## config.mk

```make
export PLATFORM = sky130hd
export DESIGN_NAME = pll_speed_sequencer
export DESIGN_NICKNAME = d
export VERILOG_FILES = /design/src/rtl/pll_seq_pkg.sv /design/src/rtl/pll_seq_avmm_wr.sv /design/src/rtl/pll_speed_sequencer.sv
export SDC_FILE = /design/constraint.sdc
export NUM_CORES = 1
export LEC_CHECK = 0
export ABC_AREA = 1
export ABC_CLOCK_PERIOD_IN_PS = 3170
export CAP_MARGIN = 10
export CORE_MARGIN = 5
export CORE_UTILIZATION = 25
export DETAILED_ROUTE_END_ITERATION = 7
export GPL_ROUTABILITY_DRIVEN = 0
export GPL_TIMING_DRIVEN = 1
export HOLD_SLACK_MARGIN = 0.1
export SYNTH_ARGS = -nofsm -noshare
export SYNTH_HDL_FRONTEND = slang
export SYNTH_SLANG_ARGS = --single-unit
```

## constraint.sdc

```tcl
create_clock -name clk_sys -period 3.17 [get_ports clk_sys]
set_input_delay 0.4755 -clock clk_sys [delete_from_list [all_inputs] [get_ports clk_sys]]
set_output_delay 0.4755 -clock clk_sys [all_outputs]
set_load 0.02 [all_outputs]
```

## src/rtl/pll_seq_pkg.sv

```systemverilog
// ============================================================================
// Module   : pll_seq_pkg
// Purpose  : Shared state encoding and register map for the PLL speed sequencer.
// Revision : 1.0
// ============================================================================
`default_nettype none

package pll_seq_pkg;

    typedef enum logic [2:0] {
        ST_IDLE        = 3'd0,
        ST_WR_MODE     = 3'd1,
        ST_WR_K        = 3'd2,
        ST_WR_START    = 3'd3,
        ST_WAIT_UNLOCK = 3'd4,
        ST_WAIT_LOCK   = 3'd5,
        ST_SETTLE      = 3'd6
    } seq_state_t;

    // Reconfiguration register map: mode, start trigger, fractional K.
    localparam logic [5:0] c_ADDR_MODE  = 6'd0;
    localparam logic [5:0] c_ADDR_START = 6'd2;
    localparam logic [5:0] c_ADDR_K     = 6'd7;

    localparam logic [6:0] c_UNLOCK_WINDOW = 7'd64;

endpackage

`default_nettype wire

```

## src/rtl/pll_seq_avmm_wr.sv

```systemverilog
// ============================================================================
// Module   : pll_seq_avmm_wr
// Purpose  : Single Avalon-MM write master; holds the transfer until accepted.
// Revision : 1.0
// ============================================================================
`default_nettype none

module pll_seq_avmm_wr (
    input  logic        clk,
    input  logic        rst,
    input  logic        i_start,
    input  logic [5:0]  i_addr,
    input  logic [31:0] i_data,
    input  logic        i_waitrequest,
    output logic        o_write,
    output logic [5:0]  o_address,
    output logic [31:0] o_writedata,
    output logic        o_complete
);

    logic        r_write;
    logic [5:0]  r_addr;
    logic [31:0] r_data;

    always_ff @(posedge clk) begin
        if (rst) begin
            r_write <= 1'b0;
            r_addr  <= 6'd0;
            r_data  <= 32'd0;
        end else if (r_write) begin
            if (!i_waitrequest) begin
                r_write <= 1'b0;
            end
        end else if (i_start) begin
            r_write <= 1'b1;
            r_addr  <= i_addr;
            r_data  <= i_data;
        end
    end

    // Combinational so the caller can queue the next write with one idle cycle.
    assign o_complete  = r_write & ~i_waitrequest;
    assign o_write     = r_write;
    assign o_address   = r_addr;
    assign o_writedata = r_data;

endmodule

`default_nettype wire

```

## src/rtl/pll_speed_sequencer.sv

```systemverilog
// ============================================================================
// Module   : pll_speed_sequencer
// Purpose  : Retunes the system PLL between native and 60Hz-adjust speeds.
//            Optional lock wait/timeout enabled by PLL_SEQ_LOCK_WAIT_EN.
// Revision : 1.0
// ============================================================================
`default_nettype none

module pll_speed_sequencer
    import pll_seq_pkg::*;
#(
    parameter logic [31:0] K_NATIVE     = 32'd3639383488,
    parameter logic [31:0] K_UNDER      = 32'd3262113561,
    parameter int          STABLE_CYC   = 16,
    parameter logic [23:0] LOCK_TIMEOUT = 24'd5000000,
    parameter logic [15:0] SETTLE_CYC   = 16'd1000
) (
    input  logic        clk_sys,
    input  logic        reset,
    input  logic        speed_req,
    input  logic        mgmt_waitrequest,
    input  logic        pll_locked,
    output logic        mgmt_write,
    output logic [5:0]  mgmt_address,
    output logic [31:0] mgmt_writedata,
    output logic        busy,
    output logic        core_hold,
    output logic        speed_applied,
    output logic        done,
    output logic        lock_err
);

    localparam int             c_STAB_W     = (STABLE_CYC < 1) ? 1 : $clog2(STABLE_CYC + 1);
    localparam logic [c_STAB_W-1:0] c_STAB_MAX = c_STAB_W'(STABLE_CYC);
    localparam logic [c_STAB_W-1:0] c_STAB_ONE = c_STAB_W'(1);
    localparam logic [23:0]    c_SETTLE_LAST = (SETTLE_CYC == 16'd0) ? 24'd0
                                             : ({8'd0, SETTLE_CYC} - 24'd1);

    logic                r_req_s1;
    logic                r_req_s2;
    logic                r_req_last;
    logic [c_STAB_W-1:0] r_stab_cnt;
    logic                r_req_acc;

    seq_state_t  r_state;
    logic        r_target;
    logic        r_applied;
    logic        r_busy;
    logic        r_done;
    logic        r_start;
    logic [5:0]  r_wr_addr;
    logic [31:0] r_wr_data;
    logic [23:0] r_cnt;
    logic        w_wr_complete;

    // Request is only trusted once it has held the same value for STABLE_CYC samples.
    always_ff @(posedge clk_sys) begin
        if (reset) begin
            r_req_s1   <= 1'b0;
            r_req_s2   <= 1'b0;
            r_req_last <= 1'b0;
            r_stab_cnt <= '0;
            r_req_acc  <= 1'b0;
        end else begin
            r_req_s1   <= speed_req;
            r_req_s2   <= r_req_s1;
            r_req_last <= r_req_s2;
            if (r_req_s2 != r_req_last) begin
                r_stab_cnt <= c_STAB_ONE;
            end else if (r_stab_cnt != c_STAB_MAX) begin
                r_stab_cnt <= r_stab_cnt + c_STAB_ONE;
            end
            if (r_stab_cnt == c_STAB_MAX) begin
                r_req_acc <= r_req_last;
            end
        end
    end

`ifdef PLL_SEQ_LOCK_WAIT_EN
    localparam logic [23:0] c_UNLOCK_LAST = 24'(c_UNLOCK_WINDOW) - 24'd1;
    localparam logic [23:0] c_LOCK_LAST   = (LOCK_TIMEOUT == 24'd0) ? 24'd0
                                          : (LOCK_TIMEOUT - 24'd1);
    logic r_lock_s1;
    logic r_lock_s2;
    logic r_lock_err;

    always_ff @(posedge clk_sys) begin
        if (reset) begin
            r_lock_s1 <= 1'b0;
            r_lock_s2 <= 1'b0;
        end else begin
            r_lock_s1 <= pll_locked;
            r_lock_s2 <= r_lock_s1;
        end
    end

    assign lock_err = r_lock_err;
`else
    assign lock_err = 1'b0;
`endif

    always_ff @(posedge clk_sys) begin
        if (reset) begin
            r_state   <= ST_IDLE;
            r_target  <= 1'b0;
            r_applied <= 1'b0;
            r_busy    <= 1'b0;
            r_done    <= 1'b0;
            r_start   <= 1'b0;
            r_wr_addr <= 6'd0;
            r_wr_data <= 32'd0;
            r_cnt     <= 24'd0;
`ifdef PLL_SEQ_LOCK_WAIT_EN
            r_lock_err <= 1'b0;
`endif
        end else begin
            r_start <= 1'b0;
            r_done  <= 1'b0;
            case (r_state)
                ST_IDLE: begin
                    if (r_req_acc != r_applied) begin
                        r_target  <= r_req_acc;
                        r_busy    <= 1'b1;
                        r_start   <= 1'b1;
                        r_wr_addr <= c_ADDR_MODE;
                        r_wr_data <= 32'd0;
                        r_state   <= ST_WR_MODE;
                    end
                end
                ST_WR_MODE: begin
                    if (w_wr_complete) begin
                        r_start   <= 1'b1;
                        r_wr_addr <= c_ADDR_K;
                        r_wr_data <= r_target ? K_UNDER : K_NATIVE;
                        r_state   <= ST_WR_K;
                    end
                end
                ST_WR_K: begin
                    if (w_wr_complete) begin
                        r_start   <= 1'b1;
                        r_wr_addr <= c_ADDR_START;
                        r_wr_data <= 32'd0;
                        r_state   <= ST_WR_START;
                    end
                end
                ST_WR_START: begin
                    if (w_wr_complete) begin
                        r_cnt <= 24'd0;
`ifdef PLL_SEQ_LOCK_WAIT_EN
                        r_state <= ST_WAIT_UNLOCK;
`else
                        r_state <= ST_SETTLE;
`endif
                    end
                end
`ifdef PLL_SEQ_LOCK_WAIT_EN
                ST_WAIT_UNLOCK: begin
                    if (!r_lock_s2 || (r_cnt >= c_UNLOCK_LAST)) begin
                        r_cnt   <= 24'd0;
                        r_state <= ST_WAIT_LOCK;
                    end else begin
                        r_cnt <= r_cnt + 24'd1;
                    end
                end
                ST_WAIT_LOCK: begin
                    if (r_lock_s2) begin
                        r_cnt   <= 24'd0;
                        r_state <= ST_SETTLE;
                    end else if (r_cnt >= c_LOCK_LAST) begin
                        // Timeout still records the new speed: the K word was written.
                        r_lock_err <= 1'b1;
                        r_applied  <= r_target;
                        r_busy     <= 1'b0;
                        r_state    <= ST_IDLE;
                    end else begin
                        r_cnt <= r_cnt + 24'd1;
                    end
                end
`endif
                ST_SETTLE: begin
                    if (r_cnt >= c_SETTLE_LAST) begin
                        r_applied <= r_target;
                        r_done    <= 1'b1;
                        r_busy    <= 1'b0;
                        r_state   <= ST_IDLE;
                    end else begin
                        r_cnt <= r_cnt + 24'd1;
                    end
                end
                default: begin
                    r_busy  <= 1'b0;
                    r_state <= ST_IDLE;
                end
            endcase
        end
    end

    pll_seq_avmm_wr u_avmm_wr (
        .clk           (clk_sys),
        .rst           (reset),
        .i_start       (r_start),
        .i_addr        (r_wr_addr),
        .i_data        (r_wr_data),
        .i_waitrequest (mgmt_waitrequest),
        .o_write       (mgmt_write),
        .o_address     (mgmt_address),
        .o_writedata   (mgmt_writedata),
        .o_complete    (w_wr_complete)
    );

    assign busy          = r_busy;
    assign core_hold     = r_busy;
    assign speed_applied = r_applied;
    assign done          = r_done;

endmodule

`default_nettype wire

```

## After elaboration in Yosys (flattened, before gate mapping)

Cells that the tools add are included.

- Input port bits: 5
- Register bits: 118

- Multiplexer cells: 30
- Equality and inequality tests: 14
- Reductions and logical operators: 15
- $add $sub $neg: 2
- Magnitude comparators: 1
- Bitwise operators: 5

Operators with widths:

| operator | number |
|---|---|
| two-way mux 32 bit | 3 |
| one-hot mux 32 bit (3 select lines) | 1 |
| two-way mux 24 bit | 2 |
| one-hot mux 24 bit (2 select lines) | 1 |
| two-way mux 29 bit | 1 |
| adder 24 x 1 -> 24 bit (second input constant) | 1 |
| >= comparator 24 x 10 -> 1 bit (second input constant) | 1 |
| two-way mux 6 bit | 3 |
| one-hot mux 6 bit (3 select lines) | 1 |
| two-way mux 3 bit | 5 |
| one-hot mux 3 bit (5 select lines) | 1 |
| two-way mux 1 bit | 10 |
| equality test 3 x 2 -> 1 bit (second input constant) | 2 |
| inequality test 2 x 1 -> 1 bit (second input constant) | 3 |
| inequality test 2 bit (second input constant) | 3 |
| AND reduction 2 bit | 3 |
| AND reduction 3 bit | 2 |
| OR reduction 2 bit | 3 |
| adder 5 x 1 -> 5 bit (second input constant) | 1 |
| equality test 5 bit (second input constant) | 1 |
| inequality test 5 bit (second input constant) | 1 |
| AND reduction 5 bit | 1 |
| NOT 1 bit | 4 |
| AND reduction 4 bit | 1 |
| 10 further kinds | 12 |

## Logic depth before layout (Yosys ltp)

- Depth in word-level cells: 4
- Mapped depth: 10

## By module

A second synthesis with hierarchy kept.

- Cells, all modules: 515
- Area total of the unflattened synthesis: 3648.5 sq um

By module, submodules not included:

| module | area an instance (sq um) | cells an instance | times used |
|---|---|---|---|
| pll_speed_sequencer | 1996.9 | 263 | 1 |
| pll_seq_avmm_wr | 1651.6 | 252 | 1 |

## Least setup slack after synthesis

No wires, ideal clock.

- Kind: register to register
- Start point: register u_avmm_wr.r_write (netlist: u_avmm_wr.o_write)
- End point: register r_cnt[6]
- Path buffers: 1
- Required time: 3.102 ns
- Setup slack: 1.790 ns
- Library setup time: 0.068 ns
- Stages on the path, launching flop included: 9
- Clock period less this slack: 1.380 ns
- Data arrival time: 1.312 ns
- Path through: dfxtp_1 inv_1 nor2_1 or2_1 nand2_2 inv_2 buf_2 nand3_1 a21oi_2

- Longest elaborated chain between the ends: 3

RTL lines:

| element | RTL line | text |
|---|---|---|
| start, declared | pll_seq_avmm_wr.sv:21 | `logic r_write;` |
| start signal, assigned | pll_seq_avmm_wr.sv:27 | `r_write <= 1'b0;` |
| start signal, assigned | pll_seq_avmm_wr.sv:32 | `r_write <= 1'b0;` |
| start signal, assigned | pll_seq_avmm_wr.sv:35 | `r_write <= 1'b1;` |
| bitwise AND 1 bit | pll_seq_avmm_wr.sv:42 | `assign o_complete = r_write & ~i_waitrequest;` |
| inequality test 2 x 1 -> 1 bit (no source line) | -- |  |
| AND reduction 3 bit (no source line) | -- |  |
| end signal, assigned | pll_speed_sequencer.sv:187 | `r_cnt <= r_cnt + 24'd1;` |
| end, declared | pll_speed_sequencer.sv:53 | `logic [23:0] r_cnt;` |

No other way between the ends.
A chain may end at the register's enable or synchronous reset.

==> metrics.md <==
| Metric | Value |
|---|---|
| Post-CTS Hold Buffers | 0 |
| Number of synthesized flops with an enable pin | 0 |
| CP endpoint kind | output pin |
| Pre-CTS setup slack | 1.02 ns |
| MaxCap Viol Count | 0 |
| DRT Wirelength | 4300 um |
| Area of the multi-input gates | 0.00102 sq mm |
| Worst-margin pin slew | 0.643 ns |
| Clock Tree Root | clkbuf_8 |
| PostCTS Resize Cnt | 0 |
| Post-route ant nets | 0 |
| DR vias | 1862 |
| Starting Density | 25.8% |
| Post-synth top area share | 41.7% |
| Final Setup Violations | 0 |
| Post-synthesis sequential area ratio | 41.7% |
| Static Leakage | 1.03 nW |
| DR WL/cell | 9.32 um |
| Critical hold path startpoint | r_req_s1 |
| Post-route cell area | 0.00275 sq mm |
| Slew Limit Fails | 0 |
| Drt pass-1 iters | 4 |
| Pwr dens | 649 mW/mm^2 |
| Clock Skews | 0.00699 ns |
| Layout cells sized above 1 | 7.83% |
| Top-count cell post-synth | nand2_1 |
| CTS Buffer Depth | 2 |
| Pin count of the biggest net entering global routing | 35 |
| Ys async rst share | 0% |
| Reg2Reg Depth | 9 |
| CTS tree | yes |
| Reg-to-reg setup timing slack | 1.35 ns |
| P&R area growth vs syn | 14.5% |
| Synth Warn # | 0 |
| Main synth FF type | dfxtp_1 |
| Worst Hold Endpoint | r_req_s2 |
| Hpwl dp | 3090 um |
| Distinct cells, synth | 30 |
| Crit path max-delay family | buffers and inverters |
| First-pass GRT wire length | 7110 um |
| Outcome | completed |
| Ant diodes | 0 |
| Worst-path cell chain | clkdlybuf4s50_1 |
| Buf/Inv on CP | 1 |
| Vias per cell | 4.04 |
| Setup crit start kind | flip-flop |
| Relative slew margins | 56.8% |
| CP arrival | 1.48 ns |
| Initial antenna violation count | 0 |
| WHS Path Cells | 2 |
| Worst-path clk slew | 0.10 ns |
| Drt drc | 0 |
| H-Tree Depth | 2 |
| # fillers | 1005 |
| Sequential cell area | 0.00100 sq mm |
| Mapped Cells | 323 |
| Critical path required time | 2.69 ns |
| Max stage delay on crit path | 0.68 ns |
| Synthesized cell area | 0.00240 sq mm |
| Worst hold margin | 0.417 ns |
| Final worst slack | 1.21 ns |
| Tmin final | 1.96 ns |
| Setup TNS | 0 ns |
| Vias in the first global route | 1622 |
| Die height | 108 um |
| Total GRT Usage | 7.55% |
| Rows | 35 |
| CTS Buf Count | 5 |
| Post-CTS setup buffers | 0 |
| Pwr Total | 1.78 mW |
| Clock latency on the worst-skew pair | 0.31 ns |
| Initial DRC Count | 64 |
| Top Ports | 49 |
| Syn_area_per_cell | 7.43 sq um |
| Core area | 0.00928 sq mm |
| Post-DP Area | 0.00263 sq mm |
| Hold Path Class | reg2reg |
| Slowest cell on crit path | clkdlybuf4s50_1 |
| Final net count | 339 |
| Max Fclk | 0.510 GHz |
| Critical path class | reg2out |
| IO Port Bufs | 35 |
| Final period utilization | 61.8% |
| RR Startpoint | r_cnt[0] |
| RSZ-0062 raised after global routing | no |
| GRT Residual Overflow | 0 |
| Worst-path fanout max | 12 |
| Worst VDD drop | 0.000223 V |
| DIE AREA | 0.0117 sq mm |
| R2r endpoint | r_cnt[1] |
| Cell taking the most area after synthesis | dfxtp_1 |
| #FFs+latches synth | 50 |
| Die X | 108 um |
| Sink Count | 50 |
| Top cells by area, synth | dfxtp_1, buf_4, nand2_1 |
| Final hold vios | 0 |
| Top cells by count, synth | nand2_1, nor2_1, dfxtp_1 |
## per-layer routing
layer / wire (um) / GRT usage, %
met5: 0 / 0
met4: 72 / 3.16
met3: 336 / 2.51
met1: 1980 / 8.73
met2: 1910 / 12.8
## report_power, final
| part | total (mW) | switching, mW | internal, mW |
|---|---|---|---|
| registers | 0.731 | 0.0538 | 0.677 |
| logic | 0.584 | 0.328 | 0.257 |
| clock network | 0.466 | 0.225 | 0.241 |
## worst max-delay path by stage
stage | from | end | slack [ns] | cells past startpoint
after floorplan | u_avmm_wr.o_write | r_cnt[6] | 1.79 | 8
after global placement | mgmt_waitrequest | r_cnt[1] | 1.05 | 8
after detailed placement | mgmt_waitrequest | r_cnt[1] | 1.02 | 8
after CTS | u_avmm_wr.o_writedata[30] | mgmt_writedata[21] | 1.18 | 1
after global routing | u_avmm_wr.o_writedata[30] | mgmt_writedata[10] | 1.08 | 1
final | u_avmm_wr.o_writedata[30] | mgmt_writedata[19] | 1.21 | 1
## registers in the layout (all words and copies together), names as in the netlist
signal	flops
r_req_acc	1
r_req_s2	1
busy	1
done	1
u_avmm_wr.o_write	1
r_wr_data	2
r_target	1
r_stab_cnt	5
r_cnt	24
speed_applied	1
u_avmm_wr.o_address	1
r_req_last	1
r_req_s1	1
r_start	1
u_avmm_wr.o_writedata	3
r_state	3
r_wr_addr	2
## metrics by stage
step	instances	utilization (%)
after floorplan	334	-
after global placement	453	28.3
after detailed placement	453	28.3
after CTS	461	29.6
after global routing	461	29.6
final	461	29.6
## worst min-delay path, stage by stage, from the launching register on
cell and delay (ns):
dfxtp_1 0.32, inv_1 0.04, nor2_1 0.03
## cell families after synthesis
| logic type | count (synthesis) | share of synthesized area [%] |
|---|---|---|
| buf+inv | 71 | 17.6 |
| xor+xnor | 6 | 2.19 |
| simple gates | 158 | 28.7 |
| other cells | 1 | 0.156 |
| compound gates | 34 | 7.98 |
| flops | 50 | 41.7 |
| fa+ha+maj | 3 | 1.57 |
## final cells by class
| cell class | instances | area share (%) |
|---|---|---|
| multi-input combinational | 213 | 37.0 |
| sequential | 50 | 36.4 |
| inverter | 25 | 3.42 |
| clock inverter | 3 | 1.73 |
| tap | 129 | 5.88 |
| clock buffer | 5 | 2.51 |
| timing repair buffer | 36 | 13.0 |
## layout by cell type, fill, tap and decap left out, types with 2 or more instances in the layout
| cell type | n |
|---|---|
| nand2_2 | 7 |
| nand4_1 | 2 |
| clkbuf_8 | 5 |
| nor3b_1 | 2 |
| ha_1 | 3 |
| nor2_1 | 54 |
| dfxtp_1 | 50 |
| a21oi_2 | 5 |
| inv_1 | 24 |
| xor2_1 | 2 |
| nor3_1 | 4 |
| clkdlybuf4s50_1 | 35 |
| nand2_1 | 57 |
| a21oi_1 | 17 |
| inv_6 | 2 |
| conb_1 | 12 |
| xnor2_1 | 4 |
| o21ai_0 | 11 |
| nand3_1 | 25 |
Note: power is estimated with default switching activity, not from simulation.
